===== config.mk =====
export PLATFORM = sky130hd
export DESIGN_NAME = track_mark_ctrl
export DESIGN_NICKNAME = d
export VERILOG_FILES = /design/src/rtl/track_pkg.sv /design/src/rtl/frame_edge_det.sv /design/src/rtl/track_mark_ctrl.sv
export SDC_FILE = /design/constraint.sdc
export NUM_CORES = 1
export LEC_CHECK = 0
export ABC_AREA = 1
export CAP_MARGIN = 20
export CORE_UTILIZATION = 25
export CTS_BUF_LIST = sky130_fd_sc_hd__clkbuf_8
export CTS_CLUSTER_DIAMETER = 200
export DETAILED_ROUTE_END_ITERATION = 12
export HOLD_SLACK_MARGIN = 0.06
export SYNTH_ARGS = -nofsm -noshare
export SYNTH_HDL_FRONTEND = slang
export SYNTH_SLANG_ARGS = --single-unit

===== constraint.sdc =====
create_clock -name clk -period 2 [get_ports clk]
set_input_delay 0.2 -clock clk [delete_from_list [all_inputs] [get_ports clk]]
set_output_delay 0.2 -clock clk [all_outputs]
set_load 0.03 [all_outputs]

===== src/rtl/track_pkg.sv =====
// Shared types and default constants for the frame-synchronous mark-out tracking controller.
package track_pkg;

    localparam int unsigned COORD_W = 12;
    localparam int unsigned CNT_W   = 4;
    localparam int unsigned WD_W    = 24;

    localparam logic [COORD_W-1:0] AMIN_DEF   = 12'd64;
    localparam int unsigned        N_ACQ_DEF  = 3;
    localparam int unsigned        N_LOSE_DEF = 5;
    localparam logic [WD_W-1:0]    WD_CYC_DEF = 24'd2_000_000;

    typedef enum logic [1:0] {
        ST_SEARCH = 2'd0,
        ST_LOCKED = 2'd1,
        ST_COAST  = 2'd2,
        ST_FAULT  = 2'd3
    } trk_state_e;

    typedef struct packed {
        logic [COORD_W-1:0] x;
        logic [COORD_W-1:0] y;
    } coord_t;

    // Hysteresis counters stick at all-ones rather than wrapping.
    function automatic logic [CNT_W-1:0] sat_inc(input logic [CNT_W-1:0] v);
        return (v == '1) ? v : v + CNT_W'(1);
    endfunction

endpackage


===== src/rtl/frame_edge_det.sv =====
// Registers vsync once and flags the cycle on which it enters its active level.
module frame_edge_det #(
    parameter logic VS_POL = 1'b1
) (
    input  logic clk,
    input  logic rst,
    input  logic vs,
    output logic bnd_c
);

    logic vs_d;
    logic vs_q;

    always_comb begin
        vs_d = vs;
    end

    // Reset to the active level so a vsync already active at release is not a boundary.
    always_ff @(posedge clk) begin
        if (rst) begin
            vs_q <= VS_POL;
        end else begin
            vs_q <= vs_d;
        end
    end

    assign bnd_c = (vs_q != VS_POL) && (vs == VS_POL);

endmodule


===== src/rtl/track_mark_ctrl.sv =====
// Per-frame acquire/lose hysteresis, frame-aligned overlay select, result handshake and vsync watchdog.
module track_mark_ctrl
    import track_pkg::*;
#(
    parameter logic [COORD_W-1:0] AMIN   = AMIN_DEF,
    parameter int unsigned        N_ACQ  = N_ACQ_DEF,
    parameter int unsigned        N_LOSE = N_LOSE_DEF,
    parameter logic               VS_POL = 1'b1,
    parameter logic [WD_W-1:0]    WD_CYC = WD_CYC_DEF
) (
    input  logic               clk,
    input  logic               rst,
    input  logic               vs,
    input  logic [COORD_W-1:0] px,
    input  logic [COORD_W-1:0] py,
    input  logic [COORD_W-1:0] a,
    input  logic               user_en,
    output logic               mark_out_en,
    output logic [COORD_W-1:0] tgt_x,
    output logic [COORD_W-1:0] tgt_y,
    output logic               tgt_valid,
    output logic               frm_stb,
    input  logic               frm_ack,
    output logic               frm_ovf,
    output logic               wd_fault,
    output logic [1:0]         state_o
);

    logic bnd_c;

    frame_edge_det #(
        .VS_POL (VS_POL)
    ) u_edge (
        .clk   (clk),
        .rst   (rst),
        .vs    (vs),
        .bnd_c (bnd_c)
    );

    trk_state_e       state_q, state_d;
    logic [CNT_W-1:0] acq_q, acq_d;
    logic [CNT_W-1:0] lose_q, lose_d;
    coord_t           tgt_q, tgt_d;
    logic             tgt_valid_q, tgt_valid_d;
    logic             mark_q, mark_d;
    logic             stb_q, stb_d;
    logic             pend_q, pend_d;
    logic             ovf_q, ovf_d;
    logic             wd_fault_q, wd_fault_d;
    logic [WD_W-1:0]  wd_cnt_q, wd_cnt_d;

    logic             hit_c;
    logic             wd_exp_c;
    logic [CNT_W-1:0] acq_inc_c;
    logic [CNT_W-1:0] lose_inc_c;

    always_comb begin
        state_d    = state_q;
        acq_d      = acq_q;
        lose_d     = lose_q;
        tgt_d      = tgt_q;
        mark_d     = mark_q;
        stb_d      = 1'b0;
        wd_fault_d = wd_fault_q;
        wd_cnt_d   = wd_cnt_q;
        hit_c      = (a >= AMIN);
        acq_inc_c  = sat_inc(acq_q);
        lose_inc_c = sat_inc(lose_q);
        wd_exp_c   = !bnd_c && (wd_cnt_q == WD_CYC - WD_W'(1));

        if (bnd_c) begin
            wd_cnt_d = '0;
        end else if (wd_cnt_q != WD_CYC) begin
            wd_cnt_d = wd_cnt_q + WD_W'(1);
        end

        // Watchdog expiry is the only path that switches the overlay mid-frame.
        if (wd_exp_c) begin
            state_d    = ST_FAULT;
            wd_fault_d = 1'b1;
            mark_d     = 1'b0;
            acq_d      = '0;
            lose_d     = '0;
        end else if (bnd_c) begin
            case (state_q)
                ST_SEARCH: begin
                    if (!hit_c) begin
                        acq_d = '0;
                    end else if (acq_inc_c == CNT_W'(N_ACQ)) begin
                        state_d = ST_LOCKED;
                        acq_d   = '0;
                        tgt_d.x = px;
                        tgt_d.y = py;
                    end else begin
                        acq_d = acq_inc_c;
                    end
                end
                ST_LOCKED: begin
                    if (hit_c) begin
                        tgt_d.x = px;
                        tgt_d.y = py;
                        lose_d  = '0;
                    end else if (CNT_W'(1) >= CNT_W'(N_LOSE)) begin
                        state_d = ST_SEARCH;
                        acq_d   = '0;
                        lose_d  = '0;
                        tgt_d   = '0;
                    end else begin
                        state_d = ST_COAST;
                        lose_d  = CNT_W'(1);
                    end
                end
                ST_COAST: begin
                    if (hit_c) begin
                        state_d = ST_LOCKED;
                        tgt_d.x = px;
                        tgt_d.y = py;
                        lose_d  = '0;
                    end else if (lose_inc_c >= CNT_W'(N_LOSE)) begin
                        state_d = ST_SEARCH;
                        acq_d   = '0;
                        lose_d  = '0;
                        tgt_d   = '0;
                    end else begin
                        lose_d = lose_inc_c;
                    end
                end
                ST_FAULT: begin
                    // Recovery boundary: its sample is discarded and no result is posted.
                    state_d    = ST_SEARCH;
                    wd_fault_d = 1'b0;
                    acq_d      = '0;
                    lose_d     = '0;
                    tgt_d      = '0;
                end
            endcase
            stb_d  = (state_q != ST_FAULT);
            mark_d = user_en && ((state_d == ST_LOCKED) || (state_d == ST_COAST));
        end

        tgt_valid_d = (state_d == ST_LOCKED) || (state_d == ST_COAST);

        // A new strobe re-arms pending even if acked in the same cycle.
        pend_d = stb_q ? 1'b1 : (frm_ack ? 1'b0 : pend_q);
        ovf_d  = ovf_q || (stb_q && pend_q && !frm_ack);
    end

    always_ff @(posedge clk) begin
        if (rst) begin
            state_q     <= ST_SEARCH;
            acq_q       <= '0;
            lose_q      <= '0;
            tgt_q       <= '0;
            tgt_valid_q <= 1'b0;
            mark_q      <= 1'b0;
            stb_q       <= 1'b0;
            pend_q      <= 1'b0;
            ovf_q       <= 1'b0;
            wd_fault_q  <= 1'b0;
            wd_cnt_q    <= '0;
        end else begin
            state_q     <= state_d;
            acq_q       <= acq_d;
            lose_q      <= lose_d;
            tgt_q       <= tgt_d;
            tgt_valid_q <= tgt_valid_d;
            mark_q      <= mark_d;
            stb_q       <= stb_d;
            pend_q      <= pend_d;
            ovf_q       <= ovf_d;
            wd_fault_q  <= wd_fault_d;
            wd_cnt_q    <= wd_cnt_d;
        end
    end

    assign mark_out_en = mark_q;
    assign tgt_x       = tgt_q.x;
    assign tgt_y       = tgt_q.y;
    assign tgt_valid   = tgt_valid_q;
    assign frm_stb     = stb_q;
    assign frm_ovf     = ovf_q;
    assign wd_fault    = wd_fault_q;
    assign state_o     = state_q;

endmodule


After elaboration in Yosys (flattened, before gate mapping)
Cells that the tools add are included.
- add/sub/neg operators: 3
- magnitude comparators: 2
- equal/unequal tests: 19
- mux-type cells: 32
- bitwise gates (word level): 3
- reductions and logical operators: 23
- operator list (cell ; count):
    24-bit 2-to-1 mux ; 5
    24-bit one-hot mux with 4 select lines ; 1
    4-bit 2-to-1 mux ; 8
    24-bit by 1-bit adder with 24-bit output (second input constant) ; 1
    24-bit by 21-bit equality test with 1-bit output (second input constant) ; 1
    24-bit by 21-bit inequality test with 1-bit output (second input constant) ; 1
    4-bit one-hot mux with 3 select lines ; 2
    2-bit 2-to-1 mux ; 9
    12-bit by 7-bit greater-or-equal comparator with 1-bit output (second input constant) ; 1
    2-bit inequality test (second input constant) ; 6
    4-bit by 1-bit adder with 4-bit output (second input constant) ; 2
    2-bit equality test (second input constant) ; 4
    4-bit equality test (second input constant) ; 2
    2-bit one-hot mux with 4 select lines ; 1
    2-bit by 1-bit equality test with 1-bit output (second input constant) ; 3
    1-bit 2-to-1 mux ; 6
    6-bit AND reduction ; 1
    2-bit nonzero test ; 3
    3-bit nonzero test ; 2
    1-bit logical AND ; 5
    4-bit by 2-bit equality test with 1-bit output (second input constant) ; 1
    4-bit by 3-bit greater-or-equal comparator with 1-bit output (second input constant) ; 1
    2-bit AND reduction ; 2
    4-bit AND reduction ; 1
    7 further kinds ; 13
- register bits after elaboration: 65
- bits of input ports: 41
- output and inout bits: 31
- logic and storage cells: 95

Depth between registers and ports, before layout
- depth after elaboration: 12
- mapped depth: 13
- gate-level depth less buffers: 13

Modules after synthesis
Synthesis repeated with hierarchy kept, for this count alone.
- cells, all modules: 447
- area, all modules: 3175.5 sq um
- by module, submodules not included (module ; instances ; cells each ; area each (sq um) ; seq. area each (sq um)):
    track_mark_ctrl ; 1 ; 442 ; 3138.0 ; 1281.2
    frame_edge_det ; 1 ; 5 ; 37.5 ; 20.0

Worst setup path after synthesis
Ideal clock, no wire load.
- kind: flip-flop to flip-flop
- from: reg acq_q[0]
- to: reg tgt_q, in the netlist tgt_x[11]
- setup time: 0.128 ns
- arrival time: 1.564 ns
- data required time: 1.872 ns
- slack: 0.308 ns
- stages on the path, launching flop included: 13
- buffers on the path: 2
- period minus slack after synthesis: 1.692 ns
- cell sequence: dfxtp_1 > ha_1 > nand3_2 > nand2_1 > nand2_1 > nor2_2 > nand2_2 > a21oi_2 > buf_6 > buf_12 > nand2_1 > o21ai_2 > nor2_1
- word-level cells in the longest chain between the ends: 5
- elaborated cells between the ends (all ways): 6
- those cells by class: 1 x add/sub; 3 x eq/ne; 1 x mux; 1 x reduce/logical
- RTL lines (item ; line ; text):
    start, declared ; track_mark_ctrl.sv:41 ; logic [CNT_W-1:0] acq_q, acq_d;
    start signal, assigned ; track_mark_ctrl.sv:163 ; acq_q <= acq_d;
    4-bit by 1-bit adder with 4-bit output / 4-bit equality test (equally long branches) ; track_pkg.sv:27 ; return (v == '1) ? v : v + CNT_W'(1);
    4-bit 2-to-1 mux (*) ; track_pkg.sv:27 ;
    4-bit by 2-bit equality test with 1-bit output (*) ; track_mark_ctrl.sv:89 ; end else if (acq_inc_c == CNT_W'(N_ACQ)) begin
    2-bit inequality test (no line) (*) ; -- ;
    6-bit AND reduction (no line) (*) ; -- ;
    end signal, assigned ; track_mark_ctrl.sv:165 ; tgt_q <= tgt_d;
    end, declared ; track_mark_ctrl.sv:43 ; coord_t tgt_q, tgt_d;
Every way passes the cells marked *; elsewhere a longest branch is shown, timed or not.
A chain may end at the register's enable or synchronous reset.

Worst setup path in the final report
- from: reg acq_q[1]
- to: reg tgt_q, in the netlist tgt_x[2]
The elaborated chain is that of the path after synthesis.

==> run_results.csv <==
group,metric,value,unit
synth,ys_seq_area_frac,0.407,
global_routing,grt_usage,0.118,
setup_path,crit_fanout,10,
floorplan,die_area,13300,sq um
drt,viasPerCell,4.53,
setup_path,critPathArrivalTime,2.08,ns
setup_path,worstSetupStartpointType,"register",
sta,clock_skew,0.0110,ns
synth,ys_ff_latch,65,
drt,firstDrtPassIters,5,
power_and_ir_drop,p_per_area,625,nW/um^2
placed_design,dp_slack,0.0447,ns
finish,nets,576,
synth,synth_xor_area_frac,0.00548,
synth,synth-simple-area-share,0.293,
synth,syn_avg_cell_area,7.05,sq um
sta,setup_tns,0,ns
synth,synth_fa_ha_area_frac,0.0156,
sta,min_period,1.86,ns
synth,synth_ff_type,"dfxtp_1",
drt,drc,0,
sta,fin_crit_sh,0.929,
placed_design,gp_congestion,0.867,
placed_design,port_buffers,65,
synth,muxShareOfSynthArea,0.00352,
drt,first_iter_violations,203,
synth,synth_top_family_by_area,"simple AND/OR/NAND/NOR gates",
synth,ys_async_sr_fraction,0,
status,status,"finished, final reports clean",
synth,yosys_warnings,0,
floorplan,fp-row-count,40,
sta,fmax,538,MHz
global_routing,grt_max_degree,40,
clock_tree,holdBufCountCts,0,
setup_path,cp-end-kind,"register",
finish,final_core_util,0.354,
floorplan,io_pins,72,
drt,ant_nets,0,
synth,synth.net_count,499,
finish,seqCellArea,1300,sq um
setup_path,crit_type,"reg -> reg",
finish,num_antenna_cells,0,
global_routing,gr-total-overflow,0,
min_path,hold_class,"in -> reg",
drt,avgRoutedWirePerCell,11.3,um
sta,worst_slack,0.141,ns
clock_tree,cts.path.max_buffers,2,
floorplan,dieWidth,115,um
clock_tree,cts.sinks,65,
sta,hold_violations,0,
global_routing,grt_pass1_wl,12600,um
global_routing,grt_pass1_vias,2915,
finish,multi_input_area,1610,sq um
clock_tree,cts-root-buf,"clkbuf_8",
setup_path,crit_required,2.23,ns
placed_design,hpwl,5680,um
global_routing,antenna_found_initial,0,
power_and_ir_drop,p_leak,1.61,nW
clock_tree,cts_tree,"yes",
synth,synth_edf_count,0,
clock_tree,cts_buffers,9,
floorplan,initial_utilization,0.261,
synth,netlist_area,3200,sq um
synth,synth_cells,454,
finish,area_growth,35.6,%
floorplan,fp.coreArea,12300,sq um
power_and_ir_drop,power,2.71,mW
sta,drv_slew,0,
floorplan,die_h,115,um
clock_tree,clk-insertion-delay-late,0.34,ns
synth,synth_compound_area_frac,0.183,
clock_tree,clkTransAtPathRegs,0.07,ns
job,drv_cap,0,
finish,drive_above_1_share,0.119,
sta,setup_violations,0,
clock_tree,htree_levels,3,
synth,ys_types,34,
power_and_ir_drop,vdd_drop_max,0.236,mV
finish,num-fill-cells,1292,
drt,vias,3186,
sta,relSlewSlack,0.588,
sta,worst_slew_pin_slew,0.616,ns
drt,wl,7950,um
worst max-delay path, cell delays in order, from the launching register on:
cell and delay, ns:
dfxtp_1 0.38, ha_2 0.23, nand3_2 0.12, nand2_1 0.08, nand2_1 0.08, nor2_2 0.12, nand2_2 0.08, a21oi_4 0.18
buf_12 0.14, clkbuf_16 0.15, nand2_1 0.07, o21ai_2 0.06, nor2_1 0.05
through the flow:
step | instances | area, sq um | hold WS (ns)
detailed placement | 684 | 4060 | 0.460
global route | 704 | 4340 | 0.446
floorplan | 454 | 3200 | 0.307
finish | 704 | 4340 | 0.443
CTS | 700 | 4260 | 0.430
global placement | 684 | 4060 | 0.451
cell usage after synthesis, types with 2 or more instances:
master	n	area [sq um]
xor2_1	2	17.5
buf_2	2	10.0
ha_1	4	50.1
nor3_1	6	30.0
or2_2	2	12.5
nand4_1	14	87.6
nor2_2	2	12.5
o21ai_2	20	175
clkbuf_1	5	18.8
nor2_1	66	248
nand2_2	2	12.5
a21oi_1	32	160
o21ai_0	44	220
nand3_1	19	95.1
dfxtp_1	65	1300
nand2_1	98	368
clkbuf_4	2	15.0
inv_1	53	199
timing repair:
item                                    CTS  global route
gates resized for setup                   0             3
buffers inserted                          0             2
endpoints found under the setup margin    0            24
cells in the final DEF (no fill, tap or decap), types with 10 or more instances in the layout:
cell type and instances:
a21oi_1 32, clkdlybuf4s50_1 65, inv_1 54, nand3_1 19
nand2_1 98, nand4_1 14, nor2_1 66, o21ai_2 20
o21ai_0 43, buf_4 10, clkbuf_8 10, dfxtp_1 64
routing by layer:
layer,GRT usage,vias to the layer above,wire length [um]
met2,0.192,84,3580
met3,0.0385,8,499
met4,0.0459,0,61
met1,0.144,1461,3810
li1,-,1633,-
met5,0,-,0
power breakdown:
group	total (mW)	internal (mW)	switching, mW
combinational	0.274	0.139	0.136
sequential	1.34	1.32	0.0201
clock	1.10	0.600	0.501
state kept, by name (all words and copies together), names as in the netlist:
name / cells
wd_fault: 1
tgt_x: 12
tgt_valid: 1
lose_q: 4
wd_cnt_q: 24
frm_ovf: 1
mark_out_en: 1
tgt_y: 12
pend_q: 1
state_o: 2
acq_q: 4
u_edge.vs_q: 1
frm_stb: 1
cell type report:
| class | count | share of cell area |
|---|---|---|
| tap | 168 | 0.0484 |
| inverter | 54 | 0.0467 |
| clock buffer | 10 | 0.0317 |
| timing repair buffer | 79 | 0.188 |
| multi-input combinational | 322 | 0.371 |
| sequential | 65 | 0.300 |
| clock inverter | 6 | 0.0136 |
cell families after synthesis:
group                      after synthesis
and+or+nand+nor                        215
AOI/OAI and AO/OA                      100
buffers and inverters                   67
DFF                                     65
adders and majority gates                4
xor gates and xnor gates                 2
muxes                                    1
worst paths after layout:
| check | endpoint | depth (start not counted) | start | slack, ns |
|---|---|---|---|---|
| worst max-delay path | tgt_x[2] | 12 | acq_q[1] | 0.14 |
| worst min-delay path | u_edge.vs_q | 3 | vs | 0.44 |
| worst max register to register | tgt_x[2] | 12 | acq_q[1] | 0.14 |
| worst min register to register | lose_q[3] | 2 | lose_q[3] | 0.47 |
(Power assumes the default switching activity.)
